`src/rtl/des_select_sequencer_if.sv`:
```
// Reconfiguration request and multiplexer-control signals of the design-select sequencer.
// The requester side uses the master modport; the sequencer uses the slave modport.
interface des_select_sequencer_if #(
  parameter int SEL_W = 6
);
  logic             cfg_valid;
  logic             cfg_ready;
  logic [SEL_W-1:0] cfg_sel;
  logic             cfg_sync;
  logic             cfg_hold;
  logic             cfg_lock;
  logic [SEL_W-1:0] des_sel;
  logic             hold_if_not_sel;
  logic             sync_inputs;
  logic             force_reset;
  logic             busy;
  logic             done;
  logic             cfg_err;
  logic             locked;

  modport master (
    output cfg_valid, cfg_sel, cfg_sync, cfg_hold, cfg_lock,
    input  cfg_ready, des_sel, hold_if_not_sel, sync_inputs, force_reset,
           busy, done, cfg_err, locked
  );

  modport slave (
    input  cfg_valid, cfg_sel, cfg_sync, cfg_hold, cfg_lock,
    output cfg_ready, des_sel, hold_if_not_sel, sync_inputs, force_reset,
           busy, done, cfg_err, locked
  );
endinterface

```
`src/rtl/des_select_sequencer.sv`:
```
// Design-select sequencer: quiesce, switch select, settle, then release the new design.
// Optional configuration lock enabled by defining DES_SEQ_LOCK_EN.
//
//   state   | meaning
//   RUN     | selected design running, requests accepted
//   QUIESCE | current design held in reset, old select still applied
//   SETTLE  | new select applied, decode register and 3FF synchronisers flushing
//   RELEASE | new design held in reset before release
module des_select_sequencer #(
  parameter int NUM_DES        = 64,
  parameter int SEL_W          = 6,
  parameter int DEFAULT_SEL    = 0,
  parameter int QUIESCE_CYCLES = 4,
  parameter int SETTLE_CYCLES  = 4,
  parameter int RESET_CYCLES   = 8
) (
  input  logic                  clock,
  input  logic                  reset_n,
  des_select_sequencer_if.slave bus
);

  localparam int CNT_MAX_QS = (QUIESCE_CYCLES > SETTLE_CYCLES) ? QUIESCE_CYCLES : SETTLE_CYCLES;
  localparam int CNT_MAX    = (CNT_MAX_QS > RESET_CYCLES) ? CNT_MAX_QS : RESET_CYCLES;
  localparam int CNT_W      = $clog2(CNT_MAX + 1);

  generate
    if ((1 << SEL_W) < NUM_DES) begin : g_sel_w_chk
      $error("des_select_sequencer: SEL_W too narrow for NUM_DES");
    end
    if (QUIESCE_CYCLES < 1 || SETTLE_CYCLES < 1 || RESET_CYCLES < 1) begin : g_cyc_chk
      $error("des_select_sequencer: phase lengths must be at least 1");
    end
  endgenerate

  typedef enum logic [1:0] {
    RUN     = 2'd0,
    QUIESCE = 2'd1,
    SETTLE  = 2'd2,
    RELEASE = 2'd3
  } state_t;

  state_t             state_q, state_d;
  logic [CNT_W-1:0]   cnt_q, cnt_d;
  logic [SEL_W-1:0]   sel_q, sel_d;
  logic               sync_q, sync_d;
  logic               hold_q, hold_d;
  logic [SEL_W-1:0]   pend_sel_q, pend_sel_d;
  logic               pend_sync_q, pend_sync_d;
  logic               pend_hold_q, pend_hold_d;
  logic               ready_q, ready_d;
  logic               force_q, force_d;
  logic               busy_q, busy_d;
  logic               done_q, done_d;
  logic               err_q, err_d;
  logic               locked_q, locked_d;

  logic               handshake;
  logic               sel_ok;
  logic [31:0]        sel_ext;

`ifdef DES_SEQ_LOCK_EN
  logic               pend_lock_q, pend_lock_d;
`else
  logic               unused_lock;
  assign unused_lock = bus.cfg_lock;
`endif

  assign sel_ext   = 32'(bus.cfg_sel);
  assign sel_ok    = sel_ext < 32'(NUM_DES);
  assign handshake = bus.cfg_valid && ready_q;

  always_comb begin
    state_d     = state_q;
    cnt_d       = cnt_q;
    sel_d       = sel_q;
    sync_d      = sync_q;
    hold_d      = hold_q;
    pend_sel_d  = pend_sel_q;
    pend_sync_d = pend_sync_q;
    pend_hold_d = pend_hold_q;
    locked_d    = locked_q;
    done_d      = 1'b0;
    err_d       = 1'b0;
`ifdef DES_SEQ_LOCK_EN
    pend_lock_d = pend_lock_q;
`endif

    case (state_q)
      RUN: begin
        if (handshake) begin
          if (sel_ok) begin
            state_d     = QUIESCE;
            cnt_d       = CNT_W'(QUIESCE_CYCLES - 1);
            pend_sel_d  = bus.cfg_sel;
            pend_sync_d = bus.cfg_sync;
            pend_hold_d = bus.cfg_hold;
`ifdef DES_SEQ_LOCK_EN
            pend_lock_d = bus.cfg_lock;
`endif
          end else begin
            err_d = 1'b1;
          end
        end
      end
      QUIESCE: begin
        if (cnt_q == '0) begin
          state_d = SETTLE;
          cnt_d   = CNT_W'(SETTLE_CYCLES - 1);
          sel_d   = pend_sel_q;
          sync_d  = pend_sync_q;
          hold_d  = pend_hold_q;
        end else begin
          cnt_d = cnt_q - 1'b1;
        end
      end
      SETTLE: begin
        if (cnt_q == '0) begin
          state_d = RELEASE;
          cnt_d   = CNT_W'(RESET_CYCLES - 1);
        end else begin
          cnt_d = cnt_q - 1'b1;
        end
      end
      RELEASE: begin
        if (cnt_q == '0) begin
          state_d = RUN;
          done_d  = 1'b1;
`ifdef DES_SEQ_LOCK_EN
          // post-reset release has pend_lock cleared, so only a real request locks
          locked_d = locked_q | pend_lock_q;
`endif
        end else begin
          cnt_d = cnt_q - 1'b1;
        end
      end
      default: state_d = RELEASE;
    endcase

`ifndef DES_SEQ_LOCK_EN
    locked_d = 1'b0;
`endif
    ready_d = (state_d == RUN) && !locked_d;
    force_d = (state_d != RUN);
    busy_d  = (state_d != RUN);
  end

  always_ff @(posedge clock or negedge reset_n) begin
    if (!reset_n) begin
      state_q     <= RELEASE;
      cnt_q       <= CNT_W'(RESET_CYCLES - 1);
      sel_q       <= SEL_W'(DEFAULT_SEL);
      sync_q      <= 1'b1;
      hold_q      <= 1'b1;
      pend_sel_q  <= SEL_W'(DEFAULT_SEL);
      pend_sync_q <= 1'b1;
      pend_hold_q <= 1'b1;
      ready_q     <= 1'b0;
      force_q     <= 1'b1;
      busy_q      <= 1'b1;
      done_q      <= 1'b0;
      err_q       <= 1'b0;
      locked_q    <= 1'b0;
`ifdef DES_SEQ_LOCK_EN
      pend_lock_q <= 1'b0;
`endif
    end else begin
      state_q     <= state_d;
      cnt_q       <= cnt_d;
      sel_q       <= sel_d;
      sync_q      <= sync_d;
      hold_q      <= hold_d;
      pend_sel_q  <= pend_sel_d;
      pend_sync_q <= pend_sync_d;
      pend_hold_q <= pend_hold_d;
      ready_q     <= ready_d;
      force_q     <= force_d;
      busy_q      <= busy_d;
      done_q      <= done_d;
      err_q       <= err_d;
      locked_q    <= locked_d;
`ifdef DES_SEQ_LOCK_EN
      pend_lock_q <= pend_lock_d;
`endif
    end
  end

  assign bus.cfg_ready       = ready_q;
  assign bus.des_sel         = sel_q;
  assign bus.sync_inputs     = sync_q;
  assign bus.hold_if_not_sel = hold_q;
  assign bus.force_reset     = force_q;
  assign bus.busy            = busy_q;
  assign bus.done            = done_q;
  assign bus.cfg_err         = err_q;
  assign bus.locked          = locked_q;

endmodule

```
`src/flat_wrapper.sv`:
```
// flat-port wrapper written by rule: the top's interface ports become plain ports
module des_select_sequencer_flat 
#(
  parameter int NUM_DES        = 64,
  parameter int SEL_W          = 6,
  parameter int DEFAULT_SEL    = 0,
  parameter int QUIESCE_CYCLES = 4,
  parameter int SETTLE_CYCLES  = 4,
  parameter int RESET_CYCLES   = 8
)
  (clock, reset_n, bus_cfg_valid, bus_cfg_sel, bus_cfg_sync, bus_cfg_hold, bus_cfg_lock, bus_cfg_ready, bus_des_sel, bus_hold_if_not_sel, bus_sync_inputs, bus_force_reset, bus_busy, bus_done, bus_cfg_err, bus_locked);
  des_select_sequencer_if #(.SEL_W(SEL_W)) bus_i ();
  input  logic clock;
  input  logic reset_n;
  input wire logic [$bits(bus_i.cfg_valid)-1:0] bus_cfg_valid;
  input wire logic [$bits(bus_i.cfg_sel)-1:0] bus_cfg_sel;
  input wire logic [$bits(bus_i.cfg_sync)-1:0] bus_cfg_sync;
  input wire logic [$bits(bus_i.cfg_hold)-1:0] bus_cfg_hold;
  input wire logic [$bits(bus_i.cfg_lock)-1:0] bus_cfg_lock;
  output wire logic [$bits(bus_i.cfg_ready)-1:0] bus_cfg_ready;
  output wire logic [$bits(bus_i.des_sel)-1:0] bus_des_sel;
  output wire logic [$bits(bus_i.hold_if_not_sel)-1:0] bus_hold_if_not_sel;
  output wire logic [$bits(bus_i.sync_inputs)-1:0] bus_sync_inputs;
  output wire logic [$bits(bus_i.force_reset)-1:0] bus_force_reset;
  output wire logic [$bits(bus_i.busy)-1:0] bus_busy;
  output wire logic [$bits(bus_i.done)-1:0] bus_done;
  output wire logic [$bits(bus_i.cfg_err)-1:0] bus_cfg_err;
  output wire logic [$bits(bus_i.locked)-1:0] bus_locked;
  assign bus_i.cfg_valid = bus_cfg_valid;
  assign bus_i.cfg_sel = bus_cfg_sel;
  assign bus_i.cfg_sync = bus_cfg_sync;
  assign bus_i.cfg_hold = bus_cfg_hold;
  assign bus_i.cfg_lock = bus_cfg_lock;
  assign bus_cfg_ready = bus_i.cfg_ready;
  assign bus_des_sel = bus_i.des_sel;
  assign bus_hold_if_not_sel = bus_i.hold_if_not_sel;
  assign bus_sync_inputs = bus_i.sync_inputs;
  assign bus_force_reset = bus_i.force_reset;
  assign bus_busy = bus_i.busy;
  assign bus_done = bus_i.done;
  assign bus_cfg_err = bus_i.cfg_err;
  assign bus_locked = bus_i.locked;
  des_select_sequencer #(.NUM_DES(NUM_DES), .SEL_W(SEL_W), .DEFAULT_SEL(DEFAULT_SEL), .QUIESCE_CYCLES(QUIESCE_CYCLES), .SETTLE_CYCLES(SETTLE_CYCLES), .RESET_CYCLES(RESET_CYCLES)) u_core (.clock(clock), .reset_n(reset_n), .bus(bus_i));
endmodule
```
`config.mk`:
```
export PLATFORM = sky130hd
export DESIGN_NAME = des_select_sequencer_flat
export DESIGN_NICKNAME = d
export VERILOG_FILES = /design/src/rtl/des_select_sequencer_if.sv /design/src/rtl/des_select_sequencer.sv /design/src/flat_wrapper.sv
export SDC_FILE = /design/constraint.sdc
export NUM_CORES = 1
export LEC_CHECK = 0
export BUFFER_PORTS_ARGS = -buffer_cell sky130_fd_sc_hd__buf_2
export CAP_MARGIN = 30
export CELL_PAD_IN_SITES_DETAIL_PLACEMENT = 1
export CELL_PAD_IN_SITES_GLOBAL_PLACEMENT = 2
export CORE_MARGIN = 3
export CORE_UTILIZATION = 30
export CTS_BUF_LIST = sky130_fd_sc_hd__clkbuf_16
export CTS_CLUSTER_DIAMETER = 50
export DETAILED_ROUTE_END_ITERATION = 12
export GPL_ROUTABILITY_DRIVEN = 0
export GPL_TIMING_DRIVEN = 0
export PLACE_DENSITY = 0.72
export REMOVE_ABC_BUFFERS = 1
export SLEW_MARGIN = 20
export SYNTH_ARGS = -nofsm -noshare
export SYNTH_HDL_FRONTEND = slang
export SYNTH_SLANG_ARGS = --single-unit
```
`constraint.sdc`:
```
create_clock -name clock -period 2.3 [get_ports clock]
set_input_delay 0.115 -clock clock [delete_from_list [all_inputs] [get_ports clock]]
set_output_delay 0.115 -clock clock [all_outputs]
set_load 0.01 [all_outputs]
```
==> metrics.csv <==
metric;value;unit
dpl.hpwl;1550;um
nNetsFinal;117;
max_freq;0.512;GHz
rows;21;
use_met2;20.0;%
synthArstFlopShare;100;%
overflow;0;
cts_tree;done;
clk_path_buf_depth;2;
core_area;3440;um^2
clkLatencyLatePin;0.26;ns
antenna_found_initial;0;
required;2.45;ns
power;0.00187;W
vias;705;
worstPathMaxFanout;8;
grtUsageMet1;13.7;%
drtAntennaViolNets;0;
use_met3;4.89;%
synth_cell_types;29;
top_usage_layer;met2;
max_slew.worst_pin.slew;0.610;ns
track_usage;11.9;%
clkTransAtPathRegs;0.06;ns
area_growth;18.0;%
design_area;1310;um^2
antenna_cells;0;
status;complete, no violations;
finalHoldViolCount;0;
routedWlPerCell;14.6;um
cts_resized;0;
setup-violations-final;0;
crit_start;u_core.cnt_q[1];
endpoint_kind;register;
die_w;66.9;um
cts-root-buf;clkbuf_16;
crit_chain;inv_1 > ha_1 > nor3b_4 > and3b_1 > mux2_2;
drive_above_1_share;55.3;%
grt_pass1_wl;3900;um
syn_inst;82;
fin_setup_tns;0;ns
grt_pass1_vias;803;
wirelength;2170;um
drtPass1Iterations;2;
skew;0.00308;ns
start_util;32.3;%
grt_max_degree;26;
hold_start;bus_cfg_hold;
clkSinkCount;25;
relSlewSlack;59.1;%
synth_ff_type;dfrtp_1;
synth_edf_count;0;
cts-buffers-inserted;3;
min_period;1.95;ns
period_share;85.0;%
via_per_inst;4.73;
maxCapViolCount;0;
yosys_warnings;0;
dieArea;4470;um^2
ys_ff_latch;25;
pre_cts_ws;0.324;ns
ir_drop;0.000610;V
crit_type;register to register;
htreeDepth;1;
critPathMaxStageDelay;0.48;ns
leakage;0.614;nW
finalWorstSetupSlack;0.345;ns
cp.arrival;2.10;ns
chipHeight;66.9;um
syn_avg_cell_area;13.5;um^2
rr_startpoint;u_core.cnt_q[1];
ios;26;
hold_path_class;input port to register;
drc;0;
syn-cell-area;1110;um^2
maxSlewViolCount;0;
powerDensity;1430;nW/um^2
rsz0062_at_grt;false;
placed_area;1220;um^2
drt_iter0_markers;56;
port_buffers;22;
cp_slowest_cell;and3b_1;
critPathLaunchType;register;
ys_seq_area_share;57.4;%
-- placed cells by master (no fill, tap or decap), types with 2 or more instances in the layout --
cell	instances
conb_1	2
mux2_2	16
inv_1	2
a21o_1	2
buf_2	22
o21ai_0	2
and3_1	2
a21o_2	2
dfrtp_1	15
nand2_1	5
clkbuf_16	3
dfstp_2	10
nor2_1	2
-- per-stage QoR --
step,utilization [%],cells,hold WS [ns]
CTS,38.1,149,0.0828
global placement,35.4,144,0.126
finish,38.1,149,0.0847
global route,38.1,149,0.0856
floorplan,-,76,-0.181
detailed placement,35.4,144,0.143
-- metal layers --
layer | part of all wire (%) | vias up
met5 | 0 | -
met3 | 7.0 | 5
li1 | - | 327
met1 | 42 | 349
met2 | 49 | 24
met4 | 1.4 | 0
-- power by group --
group | switching (W) | internal (W)
combinational | 0.000280 | 0.000341
sequential | 0.000153 | 0.000704
clock | 0.000157 | 0.000236
total | 0.000590 | 0.00128
-- layout make-up --
type,count,area (um^2)
inverters,2,7.51
flip-flops and latches,25,638
well taps,46,57.6
multi-input cells,49,405
clock inverters,1,7.51
clock buffers,3,75.1
repair buffers,23,120
fillers,381,2130
-- kinds of logic (layout without fill, tap and decap cells) --
| group | after synthesis | count (layout) | synth area share (%) |
|---|---|---|---|
| DFF | 25 | 25 | 57.4 |
| buffers and inverters | 9 | 29 | 6.42 |
| other | 1 | 2 | 0.338 |
| xor gates and xnor gates | 1 | 1 | 0.788 |
| muxes | 16 | 16 | 16.2 |
| adders and majority gates | 1 | 1 | 1.13 |
| AOI/OAI and AO/OA | 9 | 9 | 5.97 |
| and+or+nand+nor | 20 | 20 | 11.7 |
-- critical path: cells and delay by family, from the launching register on --
kind | cells | cell delay, ns
muxes | 1 | 0.39
adders and majority gates | 1 | 0.19
DFF | 1 | 0.37
buffers and inverters | 1 | 0.08
and+or+nand+nor | 2 | 0.81
-- path summary, 6_finish.rpt --
| kind | end | slack, ns | cells past startpoint |
|---|---|---|---|
| worst min-delay path | u_core.pend_hold_q | 0.08 | 2 |
| max in group asynchronous | u_core.cnt_q[1] | 1.54 | 2 |
| worst max register to register | u_core.bus.des_sel[4] | 0.35 | 5 |
| worst min register to register | u_core.bus.des_sel[3] | 0.50 | 1 |
| worst max-delay path | u_core.bus.des_sel[4] | 0.35 | 5 |
| min in group asynchronous | u_core.cnt_q[3] | 0.38 | 2 |
-- state kept, by name, indices dropped and copies added (netlist names), 2 cells and up --
signal / count
u_core.cnt_q: 4
u_core.bus.des_sel: 6
u_core.state_q: 2
u_core.pend_sel_q: 6
-- repair_timing --
item,in CTS,in global routing
setup buffers,0,0
setup endpoints to repair,0,0
hold endpoints to repair,15,0
hold buffers,1,0
-- Yosys cell counts, types with 2 or more instances --
library cell	number	area share (%)
buf_6	3	3.0
nor2_1	2	0.68
nand2_1	5	1.7
o21ai_0	2	0.90
dfrtp_1	15	34
buf_4	4	2.7
dfstp_2	10	24
a21o_2	2	1.6
a21o_1	2	1.4
inv_1	2	0.68
and3_1	2	1.1
mux2_2	16	16
(Power assumes the default switching activity.)
